<file path="config.mk">
export PLATFORM = sky130hd
export DESIGN_NAME = wave_channel
export DESIGN_NICKNAME = d
export VERILOG_FILES = /design/src/rtl/wave_channel.sv
export SDC_FILE = /design/constraint.sdc
export NUM_CORES = 1
export LEC_CHECK = 0
export ABC_AREA = 1
export ABC_CLOCK_PERIOD_IN_PS = 2350
export CORE_MARGIN = 3
export CORE_UTILIZATION = 43
export CTS_CLUSTER_DIAMETER = 100
export CTS_CLUSTER_SIZE = 14
export DETAILED_ROUTE_END_ITERATION = 8
export HOLD_SLACK_MARGIN = 0.15
export MAX_ROUTING_LAYER = met4
export PLACE_DENSITY = 0.8
export SYNTH_ARGS = -nofsm -noshare
export SYNTH_HDL_FRONTEND = slang
export SYNTH_SLANG_ARGS = --single-unit
</file>
<file path="constraint.sdc">
create_clock -name clk -period 2.35 [get_ports clk]
set_clock_uncertainty 0.2 [all_clocks]
set_input_delay 0.3525 -clock clk [delete_from_list [all_inputs] [get_ports clk]]
set_output_delay 0.3525 -clock clk [all_outputs]
set_load 0.005 [all_outputs]
</file>
<file path="src/rtl/wave_channel.sv">
// Programmable wave voice: steps through a 32 x 4-bit table at (2048-freq)*TIMER_MUL clocks per sample,
// with length counter and volume shift. Output is combinational from registered state.
module wave_channel #(
    parameter int TIMER_MUL = 2,
    parameter int TMR_W     = 13
) (
    input  logic         clk,
    input  logic         reset,
    input  logic         clk256,
    input  logic [127:0] wave_table,
    input  logic [10:0]  freq,
    input  logic [7:0]   len_load,
    input  logic [1:0]   vol_code,
    input  logic         dac_en,
    input  logic         trigger,
    input  logic         len_enable,
    output logic [3:0]   out,
    output logic         active,
    output logic [4:0]   pos
);

    logic             trigger_q;
    logic             clk256_q;
    logic [TMR_W-1:0] timer;
    logic [8:0]       length;
    logic [3:0]       buffer;
    logic             trg_edge;
    logic             tick;
    logic [TMR_W-1:0] reload;
    logic [4:0]       pos_next;
    logic [3:0]       sample_next;

    assign trg_edge    = trigger & ~trigger_q;
    assign tick        = clk256 & ~clk256_q;
    assign reload      = TMR_W'((2048 - int'(freq)) * TIMER_MUL);
    assign pos_next    = pos + 5'd1;
    assign sample_next = wave_table[{pos_next, 2'b00} +: 4];

    always_ff @(posedge clk) begin
        if (reset) begin
            // Edge registers track the inputs during reset so a level held high
            // across reset release does not look like a fresh rising edge.
            trigger_q <= trigger;
            clk256_q  <= clk256;
            timer     <= '0;
            length    <= '0;
            buffer    <= '0;
            active    <= 1'b0;
            pos       <= '0;
        end else begin
            trigger_q <= trigger;
            clk256_q  <= clk256;
            if (trg_edge) begin
                active <= dac_en;
                pos    <= '0;
                timer  <= reload;
                length <= 9'd256 - {1'b0, len_load};
            end else begin
                if (active) begin
                    if (timer == TMR_W'(1)) begin
                        timer  <= reload;
                        pos    <= pos_next;
                        buffer <= sample_next;
                    end else begin
                        timer <= timer - TMR_W'(1);
                    end
                end
                if (tick && len_enable && length != 9'd0) begin
                    length <= length - 9'd1;
                    if (length == 9'd1)
                        active <= 1'b0;
                end
                if (!dac_en)
                    active <= 1'b0;
            end
        end
    end

    always_comb begin
        out = 4'd0;
        if (active && dac_en) begin
            case (vol_code)
                2'd1:    out = buffer;
                2'd2:    out = buffer >> 1;
                2'd3:    out = buffer >> 2;
                default: out = 4'd0;
            endcase
        end
    end

endmodule

</file>
==> results.yml, run 1 <==
sta:
  hold_viol_final: 0
  rsz0062_at_grt: "no"
  worst_slack_ns: 0.05654
  max_freq_mhz: 436.0
  slew_viol_final: 0
  period_needed_ns: 2.293
  tightest_slew_ns: 0.5404
  setup_viol: 0
  relSlewSlack_pct: 63.85
  period_share_pct: 97.59
layout:
  final_nets: 1052
  drive_above_1_share_pct: 3.933
  diodes: 0
  final_cells: 995
  nFillCells: 773
  area_delta_synth_final_pct: 50.68
  multi_input_area_um2: 2564
  finish.instance_area_um2: 5662
  fin_util_pct: 67.88
  seqCellArea_um2: 681.9
synth:
  synthTopCellsByCount: "nand2_1, nand3_1, inv_1"
  ys_types: 30
  synth_area_um2: 3757
  yosys-top-cells-area: "nand2_1, dfxtp_1, nand3_1"
  postSynthAreaPerCell_um2: 5.175
  syn_nets: 888
  ys_warn_count: 0
  yosysMostFrequentCell: "nand2_1"
  ys_seq_area_share_pct: 18.12
  synth_top_area_share_pct: 28.17
  netlist_instances: 726
  ys_ff_latch: 34
  synth_edf_count: 0
  ys_async_sr_fraction_pct: 0
  synth_area_leader_cell: "nand2_1"
  synth_ff_type: "dfxtp_1"
die:
  chipWidth_um: 99.48
  start_util_pct: 45.05
  io_pins: 165
  num_rows: 33
  die_h_um: 99.48
  core_area_um2: 8341
  dieArea_um2: 9895
clock_network:
  cts_hold_buf: 0
  cts_root_buf: "clkbuf_8"
  clk_latency_ns: 0.28
  clk_pin_slew_ns: 0.07
  clk_path_buf_depth: 2
  cts.sinks: 34
  cts_tree: "built"
  cts_max_level: 2
  cts_buffers: 5
worst_setup_path:
  worstSetupStartpointType: "input port"
  r2r_slack_ns: 0.21
  critical_path_class: "in -> out"
  r2r_start: "pos[1]"
  cp.required_ns: 1.80
  r2r_cells: 8
  worst_setup_path_end_kind: "primary output"
  cp_max_fo: 3
  regToRegEndpoint: "buffer[2]"
  arrival_ns: 1.74
detailed_routing:
  first_pass_iters: 6
  wl_per_cell_um: 14.49
  drt_iter0_drc: 399
  ant_nets: 0
  viasPerCell: 5.259
  vias: 5233
  routed_wl_um: 14420
  route.detailed.drc: 0
placement:
  gp_congestion: 0.9476
  dp_slack_ns: -0.06962
  post-place-cells: 988
  io_buffer_count: 164
  dp_hpwl_um: 11630
  place_area_um2: 5572
power:
  peakVddDrop_v: 0.0004179
  power_density_nw_per_um2: 307.6
  total_power_mw: 1.742
  p_leak_nw: 2.807
global_route:
  grt_pass1_vias: 4784
  grt_start_max_net_pins: 53
  grt_usage_pct: 29.39
  gr-total-overflow: 0
  grt_pass1_wl_um: 23120
  antenna_found_initial: 0
run:
  cap_violations: 0
min_path:
  whs_endpoint: "buffer[0]"
  hold_start: "buffer[0]"
  hold_depth: 2
  hold_class: "reg -> reg"
outcome:
  status: "complete, no violations"
[per-layer routing]
metal | up-vias | global-route usage, % | part of all wire [%]
met3 | 43 | 4.208 | 8.7
met4 | 0 | 7.353 | 2.5
li1 | 2610 | - | -
met2 | 258 | 47.31 | 45
met1 | 2322 | 38.89 | 44
met5 | - | - | 0
[power breakdown]
group | internal (mW) | leakage (nW) | switching, mW | total [mW]
Clock | 0.199 | 0.0438 | 0.209 | 0.407
Combinational | 0.383 | 2.48 | 0.314 | 0.697
Sequential | 0.608 | 0.279 | 0.0288 | 0.637
[timing repair]
item,CTS,global route
pin swaps,0,0
buffers inserted,0,0
resized for setup,3,4
endpoints found under the setup margin,3,4
cloned,0,0
[flip-flops by register name, summed over array words and instances, names as in the netlist]
| register | count |
|---|---|
| timer | 13 |
| length | 9 |
| clk256_q | 1 |
| buffer | 4 |
| pos | 5 |
| trigger_q | 1 |
| active | 1 |
[how the worst max path moves through the flow]
| stage | startpoint | endpoint | cells after the start |
|---|---|---|---|
| 3_3_place_gp | vol_code[0] | out[1] | 8 |
| 2_1_floorplan | pos[0] | buffer[3] | 8 |
| 4_1_cts | vol_code[0] | out[1] | 9 |
| 6_report | dac_en | out[0] | 6 |
| 5_1_grt | dac_en | out[0] | 6 |
| 3_5_place_dp | vol_code[0] | out[1] | 8 |
[worst max-delay path, cell delays in order]
cell and delay (ns):
clkdlybuf4s50_1 0.51, nand2_1 0.16, inv_1 0.11, nand2_1 0.06
inv_1 0.05, clkdlybuf4s50_1 0.49
[metrics by stage]
stage               setup TNS, ns  hold slack [ns]
global placement        -0.002380           0.2626
detailed placement        -0.1539           0.2666
CTS                             0           0.2770
finish                          0           0.2735
global route                    0           0.3073
floorplan                       0           0.1802
[cell families after synthesis]
group                    synth area share, %
adder cells (fa/ha/maj)                2.331
AND/OR/NAND/NOR                        50.65
XOR/XNOR                               4.396
AO/OA/AOI/OAI                          10.66
buffers and inverters                  13.85
flip-flops                             18.12
[layout make-up]
| cell class | count | share of cell area, % |
|---|---|---|
| Multi-Input combinational cell | 559 | 45.28 |
| Clock inverter | 2 | 0.1768 |
| Clock buffer | 5 | 1.215 |
| Timing Repair Buffer | 184 | 31.93 |
| Tap cell | 105 | 2.320 |
| Inverter | 106 | 7.028 |
| Sequential cell | 34 | 12.04 |
[cell usage in the layout, fill, tap and decap left out, types with 5 or more instances in the layout]
cell / count
a31oi_1: 5
xor2_1: 10
nor2_1: 50
clkdlybuf4s50_1: 161
nor3_1: 6
inv_1: 99
buf_4: 19
nand2_1: 282
nand3_1: 115
ha_1: 7
xnor2_1: 7
o21ai_0: 34
dfxtp_1: 33
a21oi_1: 23
clkbuf_8: 5
(Power assumes the default switching activity.)
==> run 2, diff against run 1 <==
Settings changed: ABC_AREA 1 to 0, CAP_MARGIN from default to 20, CORE_UTILIZATION 43 to 42, PLACE_DENSITY 0.8 to 0.81, RECOVER_POWER from default to 100.
==> run 2 against run 1 <==
Net effect:
- the run now ends with setup timing left
- count of clock-buffer cells in the layout unchanged
- final cell count decreased by 31%
- via count shrank 23%
- critical path type is now reg -> reg
- critical endpoint is now buffer[3]
- largest power group unchanged
==> results.yml, run 2 <==
outcome:
  status: "complete, but fails checks"
  violations: "setup timing"
placement:
  gp_congestion: 0.8986
  io_buffer_count: 164
  dp_hpwl_um: 10560
clock_network:
  cts_hold_buf: 0
  cts_buffers: 5
  cts.sinks: 34
  cts_root_buf: "clkbuf_8"
  clk_latency_ns: 0.30
  cts_max_level: 2
  clk_pin_slew_ns: 0.08
  cts_tree: "built"
  clk_path_buf_depth: 2
sta:
  setup_viol: 4
  setup_tns_ns: -0.1944
  slew_viol_final: 0
  period_share_pct: 103.1
  tightest_slew_ns: 0.6616
  worst_slack_ns: -0.07279
  rsz0062_at_grt: "yes"
  period_needed_ns: 2.423
  max_freq_mhz: 412.7
  relSlewSlack_pct: 55.48
  hold_viol_final: 0
global_route:
  grt_start_max_net_pins: 23
  gr-total-overflow: 0
  antenna_found_initial: 1
  grt_usage_pct: 27.98
  grt_pass1_vias: 4204
  grt_pass1_wl_um: 19450
detailed_routing:
  drt_iter0_drc: 147
  ant_nets: 0
  routed_wl_um: 13080
  route.detailed.drc: 0
  first_pass_iters: 7
  wl_per_cell_um: 18.98
  vias: 4028
  viasPerCell: 5.846
synth:
  synth_top_area_share_pct: 20.02
  synth_top_family_by_area: "simple AND/OR/NAND/NOR gates"
  ys_types: 51
  synth-adder-area-share_pct: 2.576
  synthTopCellsByCount: "dfxtp_1, mux4_2, nor2_1"
  synth_area_leader_cell: "dfxtp_1"
  syn_nets: 554
  synth_mux_area_share_pct: 23.74
  ys_ff_latch: 34
  ys_async_sr_fraction_pct: 0
  ys_seq_area_share_pct: 20.02
  synth_ff_type: "dfxtp_1"
  synth-xor-area-share_pct: 7.471
  yosys.area_share.simple_pct: 25.84
  synth_area_um2: 3400
  postSynthAreaPerCell_um2: 8.672
  yosysMostFrequentCell: "dfxtp_1"
  yosys-top-cells-area: "dfxtp_1, mux4_2, xor2_1"
  synth_compound_area_share_pct: 15.31
  ys_warn_count: 0
  netlist_instances: 392
  synth_edf_count: 0
min_path:
  hold_depth: 2
  whs_endpoint: "length[8]"
  hold_start: "length[8]"
  hold_class: "reg -> reg"
worst_setup_path:
  r2r_start: "timer[1]"
  worstPathCellList: "inv_2, ha_4, or4b_4, or4_4, or4_4, o31ai_2"
  regToRegEndpoint: "buffer[3]"
  worstSetupStartpointType: "flip-flop"
  cp_max_fo: 5
  r2r_slack_ns: -0.07
  arrival_ns: 2.45
  worst_setup_path_end_kind: "flip-flop"
  critical_path_class: "reg -> reg"
  cp.required_ns: 2.37
  r2r_cells: 6
  slowest_stage: "or4_4"
  crit_start: "timer[1]"
  critical-path-max-stage-delay_ns: 0.55
  cpMostUsedCell: "or4_4"
layout:
  drive_above_1_share_pct: 22.56
  multi_input_area_um2: 2703
  area_delta_synth_final_pct: 69.30
  mostFrequentLayoutCell: "clkdlybuf4s50_1"
  regMostFlops: "timer"
  final_nets: 746
  seqCellArea_um2: 685.7
  nFillCells: 575
  layout_common_cells: "clkdlybuf4s50_1, buf_4, dfxtp_1"
  largest_register_ffs: 13
  top_regs: "timer x13, length x9, pos x5"
  fin_util_pct: 73.72
die:
  io_pins: 165
  die_h_um: 95.97
  start_util_pct: 43.54
  num_rows: 32
  chipWidth_um: 95.97
  dieArea_um2: 9209
  core_area_um2: 7807
power:
  power_density_nw_per_um2: 320.7
  total_power_mw: 1.846
  p_leak_nw: 2.027
  peakVddDrop_v: 0.0003116
run:
  cap_violations: 0
==> run 2: report_power, final <==
group | switching (mW) | internal [mW] | leakage [nW] | total, mW
clock network | 0.241 | 0.316 | 0.0504 | 0.557
logic | 0.252 | 0.408 | 1.70 | 0.659
registers | 0.0254 | 0.605 | 0.280 | 0.630
total | 0.518 | 1.33 | 2.03 | 1.85
==> run 2: logic make-up after synthesis <==
logic type | Yosys count
AND/OR/NAND/NOR | 157
AO/OA/AOI/OAI | 80
multiplexers | 43
buffers and inverters | 42
flip-flops | 34
XOR/XNOR | 29
adder cells (fa/ha/maj) | 7
==> run 2: routing by layer <==
| layer | up-vias | global-route usage [%] | wire length, µm |
|---|---|---|---|
| met5 | - | - | 0 |
| met4 | 0 | 11.85 | 499 |
| met3 | 38 | 4.535 | 805 |
| met2 | 191 | 51.94 | 7209 |
| met1 | 1904 | 29.05 | 4560 |
| li1 | 1895 | - | - |
==> run 2: layout make-up <==
| class | instances | area share [%] |
|---|---|---|
| Tap cell | 102 | 2.217 |
| Multi-Input combinational cell | 316 | 46.96 |
| Antenna cell | 2 | 0.08696 |
| Inverter | 13 | 0.8478 |
| Sequential cell | 34 | 11.91 |
| Clock buffer | 5 | 1.196 |
| Timing Repair Buffer | 214 | 36.00 |
| Clock inverter | 3 | 0.7826 |
==> run 2: worst max-delay path by stage <==
stage,to,slack [ns],depth (start not counted)
after global placement,out[0],-0.06,5
final,buffer[3],-0.07,6
after detailed placement,out[1],-0.12,5
after floorplan,buffer[3],-0.16,8
after global routing,buffer[3],-0.14,6
after CTS,buffer[3],-0.03,6
==> run 2: worst max-delay path, delay by kind of cell, from the launching register on <==
family / cells / cell delay [ns]
and+or+nand+nor: 3 / 1.47
AOI/OAI and AO/OA: 1 / 0.17
adders and majority gates: 1 / 0.11
DFF: 1 / 0.33
buffers and inverters: 1 / 0.07
==> run 2: what timing repair did <==
| action | 4_1_cts | 5_1_grt |
|---|---|---|
| pin swaps | 2 | 11 |
| buffers inserted | 0 | 1 |
| resized for setup | 9 | 31 |
| endpoints found under the setup margin | 14 | 22 |
| gates cloned | 0 | 1 |
==> run 2: stage by stage <==
step           hold slack (ns)  worst slack (ns)  instance area, µm²  instances
2_1_floorplan           0.1802           -0.1570                3425        392
4_1_cts                 0.2845          -0.02934                5622        685
3_3_place_gp            0.2581          -0.06169                5475        677
6_report                0.2840          -0.07279                5756        689
3_5_place_dp            0.2707           -0.1164                5475        677
5_1_grt                 0.3252           -0.1350                5753        688
